### config.mk
export PLATFORM = sky130hd
export DESIGN_NAME = eth_tx_arbiter
export DESIGN_NICKNAME = d
export VERILOG_FILES = /design/src/rtl/eth_tx_arbiter.sv
export SDC_FILE = /design/constraint.sdc
export NUM_CORES = 1
export LEC_CHECK = 0
export ABC_AREA = 1
export CELL_PAD_IN_SITES_DETAIL_PLACEMENT = 0
export CELL_PAD_IN_SITES_GLOBAL_PLACEMENT = 1
export CORE_MARGIN = 1
export CORE_UTILIZATION = 22
export CTS_CLUSTER_DIAMETER = 30
export DETAILED_ROUTE_END_ITERATION = 10
export HOLD_SLACK_MARGIN = 0.03
export PLACE_DENSITY = 0.95
export SETUP_SLACK_MARGIN = 0.02
export SYNTH_ARGS = -nofsm -noshare
export SYNTH_HDL_FRONTEND = slang
export SYNTH_SLANG_ARGS = --single-unit
### constraint.sdc
create_clock -name clk -period 2.4 [get_ports clk]
set_input_delay 0.48 -clock clk [delete_from_list [all_inputs] [get_ports clk]]
set_output_delay 0.48 -clock clk [all_outputs]
set_load 0.01 [all_outputs]
### src/rtl/eth_tx_arbiter.sv
// eth_tx_arbiter: shares one Ethernet TX beat stream among three frame sources.
// Round-robin with optional source-0 priority, stall watchdog and status counters.
module eth_tx_arbiter #(
  parameter int DATA_W      = 48,
  parameter int TIMEOUT_CYC = 64
) (
  input  logic                  clk,
  input  logic                  rst,
  input  logic [3*DATA_W-1:0]   req_data,
  input  logic [2:0]            req_valid,
  input  logic [2:0]            req_last,
  output logic [2:0]            req_ready,
  output logic [DATA_W-1:0]     eth_tx_data,
  output logic                  eth_tx_valid,
  output logic                  eth_tx_last,
  input  logic                  eth_tx_ready,
  input  logic                  cfg_prio_en,
  input  logic                  stat_clear,
  output logic [2:0]            stat_grant,
  output logic                  stat_busy,
  output logic [15:0]           stat_frame_cnt,
  output logic                  stat_timeout_err
);

  localparam int CNT_W = $clog2(TIMEOUT_CYC);
  localparam logic [CNT_W-1:0] STALL_MAX = CNT_W'(TIMEOUT_CYC - 1);

  localparam logic IDLE = 1'b0;
  localparam logic XFER = 1'b1;

  logic             state_q, state_d;
  logic [2:0]       grant_q, grant_d;
  logic [2:0]       rr_q, rr_d;
  logic [CNT_W-1:0] stall_q, stall_d;
  logic [15:0]      cnt_q, cnt_d;
  logic             err_q, err_d;

  logic [2:0] win, c1, c2;
  logic       g_valid, done, abort;

  // Winner pick: source 0 override, else search rr+1, rr+2, rr (one-hot rotate)
  always_comb begin
    win = 3'b000;
    c1  = {rr_q[1:0], rr_q[2]};
    c2  = {c1[1:0], c1[2]};
    if (cfg_prio_en && req_valid[0]) begin
      win = 3'b001;
    end else if (|(c1 & req_valid)) begin
      win = c1;
    end else if (|(c2 & req_valid)) begin
      win = c2;
    end else if (|(rr_q & req_valid)) begin
      win = rr_q;
    end
  end

  // Granted-source mux; grant is zero in IDLE so all outputs fall to 0
  always_comb begin
    eth_tx_data  = '0;
    eth_tx_valid = 1'b0;
    eth_tx_last  = 1'b0;
    for (int i = 0; i < 3; i++) begin
      if (grant_q[i]) begin
        eth_tx_data  = req_data[i*DATA_W +: DATA_W];
        eth_tx_valid = req_valid[i];
        eth_tx_last  = req_last[i];
      end
    end
    req_ready = grant_q & {3{eth_tx_ready}};
  end

  assign g_valid = |(grant_q & req_valid);
  assign done    = eth_tx_valid & eth_tx_ready & eth_tx_last;
  assign abort   = (state_q == XFER) & ~g_valid & (stall_q == STALL_MAX);

  // Next-state: arbitration, frame completion, watchdog abort, counters
  always_comb begin
    state_d = state_q;
    grant_d = grant_q;
    rr_d    = rr_q;
    stall_d = stall_q;
    cnt_d   = stat_clear ? 16'd0 : cnt_q;
    err_d   = stat_clear ? 1'b0 : err_q;
    case (state_q)
      IDLE: begin
        if (|req_valid) begin
          state_d = XFER;
          grant_d = win;
          rr_d    = win;
          stall_d = '0;
        end
      end
      XFER: begin
        stall_d = g_valid ? '0 : stall_q + CNT_W'(1);
        if (done) begin
          state_d = IDLE;
          grant_d = 3'b000;
          stall_d = '0;
          cnt_d   = cnt_d + 16'd1;
        end else if (abort) begin
          state_d = IDLE;
          grant_d = 3'b000;
          stall_d = '0;
          err_d   = 1'b1;
        end
      end
      default: begin
        state_d = IDLE;
        grant_d = 3'b000;
      end
    endcase
  end

  // State and status registers
  always_ff @(posedge clk) begin
    if (rst) begin
      state_q <= IDLE;
      grant_q <= 3'b000;
      rr_q    <= 3'b100;
      stall_q <= '0;
      cnt_q   <= 16'd0;
      err_q   <= 1'b0;
    end else begin
      state_q <= state_d;
      grant_q <= grant_d;
      rr_q    <= rr_d;
      stall_q <= stall_d;
      cnt_q   <= cnt_d;
      err_q   <= err_d;
    end
  end

  assign stat_grant       = grant_q;
  assign stat_busy        = state_q;
  assign stat_frame_cnt   = cnt_q;
  assign stat_timeout_err = err_q;

endmodule

---- Yosys cells after proc, flatten, opt, wreduce, memory -nomap -nowiden ----
Cells that the tools add are included.
cells by class
  add/subtract/negate cells ............... 2
  mux-type cells .......................... 33
  bitwise logic cells ..................... 11
  equal/unequal tests ..................... 3
  reductions and logical operators ........ 8
operator list
  kind                     count
  $mux W48                 3
  $mux W16                 3
  $mux W6                  4
  $mux W3                  7
  $add A16 B1 Y16 const B  1
  $and A3 B3 Y3            5
  $reduce_or A3 Y1         5
  $mux W1                  13
  $pmux W6 S2              1
  $add A6 B1 Y6 const B    1
  $eq A6 B6 Y1 const B     1
  $pmux W3 S2              1
  $and A1 B1 Y1            4
  $reduce_and A2 Y1        2
  $ne A3 B1 Y1 const B     1
  $ne A2 B2 Y1 const B     1
  $not A1 Y1               2
  $pmux W1 S2              1
  $logic_and A1 B1 Y1      1
word-level totals
  bits of input ports ..................... 155
  word-level logic and storage cells ...... 63
  output and inout bits ................... 74
  register bits after elaboration ......... 30

---- Depth between registers and ports, before layout ----
Gate-level depths: netlist of the first run.
  word-level depth ........................ 8
  mapped depth ............................ 14

---- Least setup slack after synthesis of the first run ----
Ideal clock, no wire load.
  path kind ............................... flip-flop to output port
  from .................................... reg grant_q[0], in the netlist stat_grant[0]
  to ...................................... out eth_tx_data[27]
  slack ................................... 0.546 ns
  data arrival time ....................... 1.374 ns
  data required time ...................... 1.920 ns
  stages on the path, launching flop included .. 7
  path buffers ............................ 2
  cells stage by stage .................... dfxtp_1 inv_1 nor2_1 buf_2 buf_2 a22oi_1 o21ai_0
between the ends
  word-level cells in the longest chain between the ends .. 3
ends and longest elaborated chain
  element                 line  text
  from (decl)             32    logic [2:0] grant_q, grant_d;
  from (signal assigned)  125   grant_q <= grant_d;
  $mux W48 (3 in series)  63    if (grant_q[i]) begin
  to (decl)               13    output logic [DATA_W-1:0] eth_tx_data,
No other way between the ends.

---- Worst setup path in the final report of the first run ----
  from .................................... reg grant_q[0], in the netlist stat_grant[0]
  to ...................................... out eth_tx_data[19]
Same word-level chain as after synthesis.

==> impl_metrics.ini, run 1 <==
[setup_path]
startpoint_type = flop
crit_family = buffers and inverters
ff2ff_path_depth = 13
max_stage_delay_ns = 0.57
worstPathMaxFanout = 24
crit_path_cell_trace = inv_1, nor2_4, clkbuf_16, a22oi_1, o21ai_0, clkdlybuf4s50_1
cp.required_ns = 1.92
reg2reg_slack_ns = 0.48
critPathSlowestCell = clkdlybuf4s50_1
crit_buf_inv = 3
worstReg2RegStart = stat_grant[1]
worstSetupPathType = flop to primary output
crit_start = stat_grant[0]
crit_cells = 6
r2r-end = stat_frame_cnt[2]
end_kind = primary output
critical_path_arrival_ns = 1.85

[global_routing]
grt_pass1_vias = 3838
grt_usage = 0.177
grt_overflow_total = 0
grt_pass1_wl_um = 18600
grt_max_degree = 55
antenna_found_initial = 0

[hold_path]
min_path_cells = 2
hold_end = stat_timeout_err
holdCritPathClass = flop to flop
hold_start = stat_timeout_err

[yosys]
ys_ff_latch = 30
syn-mean-instance-area_um2 = 5.80
ys_seq_area_frac = 0.215
netlist_area_mm2 = 0.00279
synth_fp_nets = 638
synth_cells = 481
synth-warning-count = 0
synth_cell_types = 31

[detailed_routing]
via_count = 4130
route.detailed.drc = 0
routedWlPerCell_um = 14.7
ant_nets = 0
drt_iter0_drc = 222
first_pass_iters = 5
vias_per_cell = 4.70
drt_wl_total_um = 12900

[placed_design]
port_buffers = 228
detailed_place_hpwl_um = 10100
dp.cells = 870
place_congestion = 0.778
place_ws_ns = 0.0560

[sta]
fmax_ghz = 0.430
setup_violations = 0
hold_viol = 0
post-route-period-util = 0.970
drv_slew = 0
period_needed_ns = 2.33
tightest_slew_ns = 0.329
fin_skew_ns = 0.00346
rsz0062_at_grt = yes
slew_headroom = 0.780
setup_ws_ns = 0.0728
totalNegativeSetupSlack_ns = 0

[pwr]
pwr_density_cell_mw_per_mm2 = 441
leakagePower_nw = 2.69
peakVddDrop_mv = 0.238

[clock_tree]
path_clk_slew_ns = 0.05
cts.path.max_buffers = 2
cts-root-buf = clkbuf_16
cts_tree = built
ctsHtreeMaxLevel = 2
hold_buffers = 0
cts_made_buffers = 5
clkLatencyLatePin_ns = 0.27
clock_sinks = 30

[floorplanning]
start_util = 0.229
core-area_mm2 = 0.0122
ios = 229
fp-row-count = 40
fp.dieW_um = 115
design.die.area_mm2 = 0.0131
chipHeight_um = 115

[status]
status = finished clean

[layout]
fin_util = 0.467
area_growth_pct = 104
drive_gt1_frac = 0.0703
layout.cells.non_filler = 879
antenna_cells = 0
finalNetCount = 867
nFillCells = 1215

[run]
drv_cap = 0
## repair_timing
item                       4_1_cts  5_1_grt
gates cloned                     0        1
setup endpoints to repair       15       35
buffers inserted                 0        0
pin swaps                        0        0
gates resized for setup          1       34
## power breakdown
group / switching [mW] / internal (mW)
clock network: 0.220 / 0.622
logic: 0.491 / 0.626
registers: 0.0320 / 0.517
total: 0.743 / 1.77
## final cells by class
cell class,instances,area (um^2),area share
timing repair buffer,251,2610,0.458
multi-input combinational,380,1910,0.335
sequential,30,606,0.107
tap,168,210,0.0370
inverter,42,158,0.0277
clock buffer,6,139,0.0244
clock inverter,2,60.1,0.0106
## cells by family after synthesis
group           after synthesis  share of synthesized area
fa+ha+maj                     2                    0.00897
buf+inv                      71                      0.104
compound gates              133                      0.286
xor+xnor                      3                    0.00942
simple gates                242                      0.376
flops                        30                      0.215
## sequential cells by signal, indices dropped and copies added (netlist names)
signal and cells:
stat_frame_cnt 16, stall_q 6, stat_timeout_err 1, rr_q 3
stat_busy 1, stat_grant 3
## worst max-delay path by stage
stage | end
final | eth_tx_data[19]
after CTS | eth_tx_data[40]
after detailed placement | eth_tx_valid
after global routing | eth_tx_data[15]
after global placement | eth_tx_last
after floorplan | eth_tx_data[27]
## stage by stage
stage	hold WS, ns	power [mW]	instance area, um^2
floorplan	0.458	0.981	2790
global placement	0.463	1.67	5380
detailed placement	0.468	1.68	5380
CTS	0.480	2.54	5580
global route	0.512	2.63	5680
finish	0.477	2.51	5680
## synth_stat cells, drive strengths merged
cell type    n  area [um^2]
nor2        38          153
clkbuf      21         78.8
dfxtp       30          601
o211ai       1         7.51
o21ai       56          280
buf          8         52.6
xnor2        1         8.76
inv         42          158
nor3         4         36.3
ha           2         25.0
nand3b       1         7.51
a21oi       24          120
xor2         2         17.5
o21a         1         7.51
nand3       33          185
a22oi       48          360
nand4        9         68.8
nand2      157          599
o21bai       1         7.51
a21boi       2         15.0
## tightest hold or removal path: stages, from the launching register on
cell and delay, ns:
dfxtp_1 0.31, nand2_1 0.06, a21oi_1 0.06
## per-layer routing
metal,vias up,global-route usage,wire (um)
li1,2080,-,-
met1,1860,0.213,5250
met2,170,0.307,6280
met3,20,0.0471,1110
met4,0,0.0537,254
met5,-,0,0
## layout by cell type (no fill, tap or decap)
cell type / n
clkdlybuf4s50_1: 195
nand2_1: 155
o21ai_0: 54
a22oi_1: 48
inv_1: 38
nor2_1: 35
dlymetal6s2s_1: 33
nand3_1: 29
dfxtp_1: 28
a21oi_1: 24
buf_4: 18
nand4_1: 7
clkbuf_16: 6
inv_2: 4
nand3_2: 4
buf_12: 4
nor2_4: 2
o21ai_1: 2
a21boi_0: 2
nand4_2: 2
nor3_1: 2
xor2_1: 2
ha_1: 2
bufinv_16: 2
nand2_2: 1
nand2_4: 1
nor2_2: 1
nor3_4: 1
nor3_2: 1
xnor2_1: 1
o21bai_1: 1
o211ai_1: 1
nand3b_1: 1
o21a_1: 1
clkbuf_8: 1
dfxtp_2: 1
dfxtp_4: 1
(Power assumes the default switching activity.)
==> run 2: changes to the inputs <==
Settings changed: ABC_AREA 1 to 0.
==> impl_metrics.ini, run 2 <==
[yosys]
yosysMostFrequentCell = nand2_1
ys_ff_latch = 30
ys_top_cells_by_area = dfxtp_1 (22%), a22oi_1 (13%), o21ai_0 (10%), nand2_1 (9.7%), clkbuf_1 (3.3%)
syn-mean-instance-area_um2 = 6.81
synth_fp_nets = 557
synthMuxAreaShare = 0.0460
async_reset_ff_frac = 0
synthFlopType = dfxtp_1
synth_top_cell_by_area = dfxtp_1
synthAdderAreaFrac = 0.00919
synth_top_family_by_area = compound AO/OA/AOI/OAI gates
synth_top_area_share = 0.221
netlist_area_mm2 = 0.00272
synth_cell_types = 47
synth_cells = 400
synth-xor-area-share = 0
yosys.area_share.simple = 0.278
synth-warning-count = 0
synth_compound_area_frac = 0.373
synth_edf_count = 0
ys_seq_area_frac = 0.221
synthTopCellsByCount = nand2_1 (70), o21ai_0 (56), a22oi_1 (48)

[pwr]
peakVddDrop_mv = 0.277
pwr_density_cell_mw_per_mm2 = 407
leakagePower_nw = 2.57
fin_total_pwr_mw = 2.28

[run]
drv_cap = 0

[layout]
finalNetCount = 791
nFillCells = 1178
area_growth_pct = 106
multi_input_area_mm2 = 0.00193
layout_common_cells = clkdlybuf4s50_1 (178), nand2_1 (70), o21ai_0 (53)
final_common_cell = clkdlybuf4s50_1
layout.cells.non_filler = 804
ff_latch_area_um2 = 608
drive_gt1_frac = 0.0787
largest_reg_flops = 16

[detailed_routing]
drt_iter0_drc = 307
routedWlPerCell_um = 15.6
drt_wl_total_um = 12500
route.detailed.drc = 0
ant_nets = 0
vias_per_cell = 5.16
first_pass_iters = 5
via_count = 4150

[sta]
drv_slew = 0
hold_viol = 0
fin_skew_ns = 0.00892
setup_violations = 0
hold_ws_ns = 0.470
totalNegativeSetupSlack_ns = 0
fmax_ghz = 0.429
tightest_slew_ns = 0.405
post-route-period-util = 0.971
rsz0062_at_grt = no
period_needed_ns = 2.33
setup_ws_ns = 0.0694
slew_headroom = 0.728

[floorplanning]
core-area_mm2 = 0.0121
chipHeight_um = 113
fp.dieW_um = 113
design.die.area_mm2 = 0.0128
fp-row-count = 40
ios = 229
start_util = 0.226

[global_routing]
antenna_found_initial = 2
grt_max_degree = 30
grt_pass1_wl_um = 18800
grt_overflow_total = 0
grt_pass1_vias = 3802
grt_usage = 0.183

[clock_tree]
clock_sinks = 30
cts.path.max_buffers = 2
cts_setup_buffers = 0
cts-root-buf = clkbuf_16
path_clk_slew_ns = 0.05
clkLatencyLatePin_ns = 0.28
ctsHtreeMaxLevel = 2
cts_tree = built
hold_buffers = 0
cts_made_buffers = 5

[setup_path]
critical_path_arrival_ns = 1.85
cpMostUsedCell = clkdlybuf4s50_1
crit_buf_inv = 3
critPathSlowestCell = clkdlybuf4s50_1
worstSetupPathType = input pin to primary output
crit_path_cell_trace = clkdlybuf4s50_1, a21oi_1, a22o_1, clkinv_1, clkdlybuf4s50_1
end_kind = primary output
crit_family = buffers and inverters
cp.required_ns = 1.92
worstPathMaxFanout = 2
startpoint_type = input pin
max_stage_delay_ns = 0.53

[status]
status = finished clean

[placed_design]
detailed_place_hpwl_um = 10000
place_congestion = 0.900
place_ws_ns = -0.148
dp.cells = 795
port_buffers = 228

[hold_path]
holdCritPathClass = flop to flop
==> run 2: cell count changes after synthesis, sizes merged, moves of 5 or more <==
cell	before	now
a21oi	24	15
o311ai	0	5
and3	0	8
nor2b	0	5
mux2i	0	8
nand3	33	13
inv	42	13
nor2	38	11
or3	0	9
nand2	157	70
nor4	0	11
==> run 2: layout make-up <==
cell class | count | area share
clock buffer | 7 | 0.0254
tap | 168 | 0.0375
inverter | 14 | 0.00937
sequential | 30 | 0.108
antenna | 1 | 0.000446
multi-input combinational | 323 | 0.344
clock inverter | 1 | 0.000893
timing repair buffer | 260 | 0.474
==> run 2: final timing paths <==
path / start / cells after the start / slack (ns) / endpoint
worst max register to register: stat_grant[2] / 7 / 0.41 / stat_frame_cnt[14]
worst max-delay path: req_last[1] / 5 / 0.07 / eth_tx_last
worst min register to register: stall_q[1] / 2 / 0.47 / stall_q[1]
worst min-delay path: stall_q[1] / 2 / 0.47 / stall_q[1]
==> run 2: metal layers <==
layer,vias up,track usage,share of wire
li1,1976,-,-
met1,1913,0.217,0.39
met2,231,0.315,0.49
met3,28,0.0402,0.081
met4,2,0.0833,0.035
met5,-,0,0.0010
==> run 2: what timing repair did <==
item,CTS,global route
pin swaps,1,0
resized for setup,17,39
setup endpoints to repair,34,38
endpoints found under the hold margin,0,0
cloned,0,0
==> run 2: where the power goes <==
part / leakage, nW / switching [mW] / total (mW) / internal [mW]
sequential: 0.245 / 0.0394 / 0.556 / 0.516
clock: 0.0739 / 0.215 / 0.625 / 0.410
combinational: 2.26 / 0.476 / 1.10 / 0.625
total: 2.57 / 0.730 / 2.28 / 1.55
==> run 2: cells by family after synthesis <==
logic type	after synthesis
AOI/OAI and AO/OA	155
and+or+nand+nor	154
buffers and inverters	47
DFF	30
muxes	12
adders and majority gates	2
==> run 2: worst register-to-register path, cell delays in order, from the launching register on <==
cell	delay, ns
dfxtp_4	0.51
buf_4	0.20
a21o_1	0.11
buf_4	0.11
o2111ai_1	0.16
buf_4	0.25
nor4_1	0.34
mux2i_1	0.23
==> run 2: per-stage QoR <==
step	area, um^2	util
2_1_floorplan	2720	-
3_3_place_gp	5370	0.445
3_5_place_dp	5370	0.445
4_1_cts	5510	0.457
5_1_grt	5610	0.465
6_report	5610	0.465
==> variant 1, RTL diff (config.mk and constraints of run 1) <==
Change the parameter `DATA_W` from 48 to 24.
--- a/src/rtl/eth_tx_arbiter.sv
+++ b/src/rtl/eth_tx_arbiter.sv
@@ -2,5 +2,5 @@
 // Round-robin with optional source-0 priority, stall watchdog and status counters.
 module eth_tx_arbiter #(
-  parameter int DATA_W      = 48,
+  parameter int DATA_W      = 24,
   parameter int TIMEOUT_CYC = 64
 ) (
Ports: changed (resized eth_tx_data and req_data); port bits go from 229 to 133. No check against the original RTL was run, so the function may have changed too.
==> variant 1 against run 1 <==
Power shrank 36%; sequential cell count unchanged; first-iteration DRC count up 9.0%; core utilization down 7.8 points; synthesized area decreased by 15%; fmax up 2.5%; clock power fell by 55%; routed wire length fell by 36%; cell area decreased by 29%; worst setup slack better by 56 ps; largest cell class is now multi-input combinational cells.
==> variant 1: results (changes against run 1) <==
| Metric | Value |
|---|---|
| Status | `completed (unchanged)` |
| Vias/cell | `4.686 (was 4.699)` |
| Synth unique cells | `37 (was 31)` |
| Power Internal | `1.087 mW (was 1.766 mW)` |
| Total GRT Usage | `14.61% (was 17.69%)` |
| DP HPWL | `6.581 mm (was 10.11 mm)` |
| Filler cell count | `1085 (was 1215)` |
| Layout cells sized above 1 | `8.396% (was 7.032%)` |
| GP Congestion | `0.7640 (was 0.7777)` |
| Avg Cell Area, Syn | `6.009 um2 (was 5.798 um2)` |
| Commonest cells in the netlist | `nand2_1 (125), inv_1 (39), o21ai_0 (32), dfxtp_1 (30) (was nand2_1 (155), o21ai_0 (55), a22oi_1 (48), inv_1 (38), nor2_1 (36))` |
| Worst-Margin Slew | `297.5 ps (was 328.9 ps)` |
| Seq/Total Area, Yosys | `25.30% (was 21.53%)` |
| Clk root buf | `clkbuf_8 (was clkbuf_16)` |
| Dpl ws | `8.548 ps (was 56.01 ps)` |
| Sequential Power | `0.536 mW (was 0.549 mW)` |
| First-pass GRT wire length | `13.52 mm (was 18.62 mm)` |
| Worst clock skew | `4.912 ps (was 3.462 ps)` |
| Dpl cells | `665 (was 870)` |
| Largest net degree at the start of global routing | `31 (was 55)` |
| Syn Nets | `480 (was 638)` |
| Max reg flops | `16 (unchanged)` |
| WL per Instance | `12.34 um (was 14.68 um)` |
| Power Density | `398.9 nW/um2 (was 441.3 nW/um2)` |
| Synth area leaders | `dfxtp_1 (25%), nand2_1 (20%), a22oi_1 (7.6%) (was dfxtp_1 (22%), nand2_1 (21%), a22oi_1 (13%))` |
| Final Non-Filler Cells | `672 (was 879)` |
| Number of global-route vias before repair | `2971 (was 3838)` |
| DRT Pass-1 Iters | `6 (was 5)` |
| Resized Gates After CTS | `2 (was 1)` |
| Leakage power | `1.688 nW (was 2.694 nW)` |
| Hold crit path type | `flip-flop to flip-flop (unchanged)` |
| Clk network pwr share | `23.7% (was 33.6%)` |
| Placed instance area | `3941 um2 (was 5375 um2)` |
| 1st-iter DRT viols | `242 (was 222)` |
| VDD IR max | `192.8 uV (was 238.4 uV)` |
| Nets | `621 (was 867)` |
[variant 1: cell count changes after synthesis, moves of 3 or more]
cell and delta:
o21ai_0 -23, clkbuf_1 -12, nand2_2 +3, a22oi_1 -24
nand2_1 -30, nor2_1 -7
[variant 1: final timing paths]
| path | cells past startpoint | slack [ps] | start | end |
|---|---|---|---|---|
| setup / recovery | 6 | 130 | stat_grant[0] | eth_tx_data[10] |
| hold / removal | 2 | 480 | stat_timeout_err | stat_timeout_err |
| setup reg to reg | 13 | 520 | stat_grant[1] | stat_grant[2] |
| hold reg to reg | 2 | 480 | stat_timeout_err | stat_timeout_err |
[variant 1: area by class of cell]
class	instances	area, um2	share of cell area, %
Sequential cell	30	600.6	14.87
Multi-Input combinational cell	305	1523	37.71
Clock buffer	7	76.32	1.890
Timing Repair Buffer	151	1506	37.31
Tap cell	136	170.2	4.214
Inverter	43	161.4	3.998
[variant 1: cells by family after synthesis]
| family | Yosys count | synth area share [%] |
|---|---|---|
| buffers and inverters | 60 | 10.65 |
| DFF | 30 | 25.30 |
| AOI/OAI and AO/OA | 87 | 21.45 |
| xor gates and xnor gates | 3 | 1.107 |
| and+or+nand+nor | 213 | 40.43 |
| adders and majority gates | 2 | 1.054 |
[variant 1: worst max-delay path: stages, from the launching register on]
cell and delay [ps]:
dfxtp_1 330, inv_1 50, nor2_2 120, buf_12 180, a22oi_1 80, o21ai_0 180
clkdlybuf4s50_1 570
[variant 1: per-layer routing]
metal | part of all wire [%] | up-vias | wire length, um | global-route usage (%)
li1 | - | 1591 | - | -
met1 | 42 | 1449 | 3484 | 16.87
met2 | 50 | 89 | 4184 | 27.17
met3 | 5.6 | 20 | 462 | 3.154
met4 | 1.9 | 0 | 159 | 3.373
met5 | 0 | - | 0 | 0
==> variant 2, RTL diff (settings of run 1) <==
Made on the original files. Put one more register stage on the output `stat_frame_cnt`, without a reset. The value now appears one clock later. The other outputs are not delayed to match.
--- a/src/rtl/eth_tx_arbiter.sv
+++ b/src/rtl/eth_tx_arbiter.sv
@@ -133,5 +133,7 @@
   assign stat_grant       = grant_q;
   assign stat_busy        = state_q;
-  assign stat_frame_cnt   = cnt_q;
+  always_ff @(posedge clk) begin
+    stat_frame_cnt <= cnt_q;
+  end
   assign stat_timeout_err = err_q;
 
Function: changed (a bounded check fails within 4 cycles, from zero or initial values and one cycle with rst high).
==> variant 2 against run 1 <==
Fmax increased by 0.50%; power up 8.1%; worst setup slack better by 12 ps; synthesized area increased by 11%; sequential cell count increased by 16; synthesized cell count is 0.42% lower; routed wire length down 6.0%; cell area grew 6.1%; via count is 3.1% lower; cell count grew 2.3%; register-to-register slack better by 20 ps; critical path type is now input pin to output pin; largest power group unchanged; highest routed layer unchanged.
==> variant 2: results (changes against run 1) <==
| Metric | Value |
|---|---|
| Worst-skew pair later-pin latency | `290 ps (was 270 ps)` |
| R2r endpoint | `cnt_q[10] (was stat_frame_cnt[2])` |
| Hold_sp | `cnt_q[15] (was stat_timeout_err)` |
| DRT Pass-1 Iters | `5 (unchanged)` |
| Vias | `4001 (was 4130)` |
| Final Non-Filler Cells | `899 (was 879)` |
| Slew HR | `68.95% (was 78.05%)` |
| Hold crit path type | `flip-flop to flip-flop (unchanged)` |
| Worst clock skew | `3.904 ps (was 3.462 ps)` |
| Status | `completed (unchanged)` |
| Nets | `873 (was 867)` |
| Largest net degree at the start of global routing | `72 (was 55)` |
| Prevailing post-synth register cell | `dfxtp_1 (unchanged)` |
| FF-to-FF path depth | `11 (was 13)` |
| Initial antenna violation count | `1 (was 0)` |
| Leakage power | `2.785 nW (was 2.694 nW)` |
| 1st-iter DRT viols | `236 (was 222)` |
| Synth unique cells | `34 (was 31)` |
| Syn Nets | `636 (was 638)` |
| Power Internal | `1.903 mW (was 1.766 mW)` |
| Avg Cell Area, Syn | `6.473 um2 (was 5.798 um2)` |
| H-Tree Level Count | `2 (unchanged)` |
| First-pass GRT wire length | `18.17 mm (was 18.62 mm)` |
| Post-Route WL | `12.12 mm (was 12.90 mm)` |
| Post-synth ARST share | `0% (unchanged)` |
| Seq/Total Area, Yosys | `29.70% (was 21.53%)` |
| Commonest cells in the netlist | `nand2_1 (137), o21ai_0 (53), a22oi_1 (48), dfxtp_1 (46), inv_1 (33) (was nand2_1 (155), o21ai_0 (55), a22oi_1 (48), inv_1 (38), nor2_1 (36))` |
| Synth warnings | `0 (unchanged)` |
| Placed instance area | `5747 um2 (was 5375 um2)` |
| RR Startpoint | `stat_grant[1] (unchanged)` |
| Top Registers | `cnt_q: 16 flops, stat_frame_cnt: 16 flops, stall_q: 6 flops` |
| Layout cells sized above 1 | `10.88% (was 7.032%)` |
| Dpl ws | `-24.84 ps (was 56.01 ps)` |
| Crit path DAT | `1840 ps` |
| WHS Path Cells | `0 (was 2)` |
| Worst Hold Endpoint | `stat_frame_cnt[15] (was stat_timeout_err)` |
| CP Max Fanout | `2 (was 24)` |
| Synth area leaders | `dfxtp_1 (30%), nand2_1 (17%), a22oi_1 (12%) (was dfxtp_1 (22%), nand2_1 (21%), a22oi_1 (13%))` |
| GP Congestion | `0.8059 (was 0.7777)` |
| CTS buffer count | `5 (unchanged)` |
| DP HPWL | `9.681 mm (was 10.11 mm)` |
| Reg-to-reg slack, setup | `500 ps (was 480 ps)` |
| Number of global-route vias before repair | `3837 (was 3838)` |
| VDD IR max | `282.0 uV (was 238.4 uV)` |
| Total GRT Usage | `15.87% (was 17.69%)` |
| Clock-pin slew on the worst setup and hold paths | `60 ps` |
| Clk root buf | `clkbuf_16 (unchanged)` |
| Dpl cells | `887 (was 870)` |
==> variant 2: changes by cell type after synthesis, moves of 2 or more <==
cell	run 1	this run
o21ai_0	55	53
o21ai_1	1	4
nand2_2	1	11
nand3_1	29	19
nor2_1	36	29
nand2_1	155	137
nor2_2	1	9
a21boi_0	2	0
nand4_2	2	0
inv_1	38	33
dfxtp_1	30	46
clkbuf_1	21	19
==> variant 2: final cells by class <==
cell class,instances,area (um2)
clock inverters,3,40.04
clock buffers,5,125.1
inverters,40,151.4
repair buffers,257,2644
multi-input cells,366,1912
fillers,1377,7799
diodes,2,5.005
well taps,180,225.2
flip-flops and latches,46,925.9
==> variant 2: metal layers <==
layer | part of all wire [%] | vias up | track usage, %
met1 | 40 | 1764 | 17.73
met5 | 0 | - | 0
li1 | - | 2088 | -
met4 | 1.3 | 0 | 5.015
met3 | 6.1 | 10 | 3.821
met2 | 52 | 139 | 29.35
==> variant 2: worst max path at each step <==
stage,from,cells past startpoint,endpoint,slack (ps)
floorplan,stat_grant[0],6,eth_tx_data[27],550
finish,req_last[2],5,eth_tx_last,80
global route,stat_grant[0],6,eth_tx_data[38],-40
detailed placement,req_data[47],5,eth_tx_data[47],-20
CTS,stat_grant[0],6,eth_tx_data[5],40
global placement,req_data[47],5,eth_tx_data[47],-50
==> variant 2: through the flow <==
stage / utilization [%] / hold slack, ps
2_1_floorplan: - / 330.8
3_3_place_gp: 41.56 / 334.3
3_5_place_dp: 41.56 / 342.6
4_1_cts: 42.73 / 354.0
5_1_grt: 43.58 / 362.7
6_report: 43.60 / 353.9
==> variant 2: what timing repair did <==
| action | 4_1_cts | 5_1_grt |
|---|---|---|
| setup endpoints to repair | 7 | 39 |
| hold endpoints to repair | 0 | 0 |
| setup buffers | 0 | 1 |
| gates cloned | 0 | 1 |
| resized for setup | 7 | 36 |
==> variant 2: logic make-up (layout without fill, tap and decap cells) <==
logic type,count (synthesis),count (layout),synth area share (%)
AOI/OAI and AO/OA,133,133,25.67
DFF,46,46,29.70
adders and majority gates,2,2,0.8070
other,0,2,0
xor gates and xnor gates,3,3,0.8476
buffers and inverters,67,305,8.878
and+or+nand+nor,228,228,34.10
==> variant 2: critical path: stages <==
cell and delay [ps]:
clkdlybuf4s50_1 450, inv_1 50, nand2_2 80, a21boi_1 200
clkdlybuf4s50_1 580
==> variant 2: power groups by stage <==
stage / combinational [mW] / clock [mW] / sequential (mW)
final: 1.14 / 0.765 / 0.812
after CTS: 1.16 / 0.785 / 0.812
after floorplan: 0.449 / 0 / 0.818
after global routing: 1.23 / 0.816 / 0.815
after global placement: 1.16 / 0 / 0.829
after detailed placement: 1.16 / 0 / 0.828
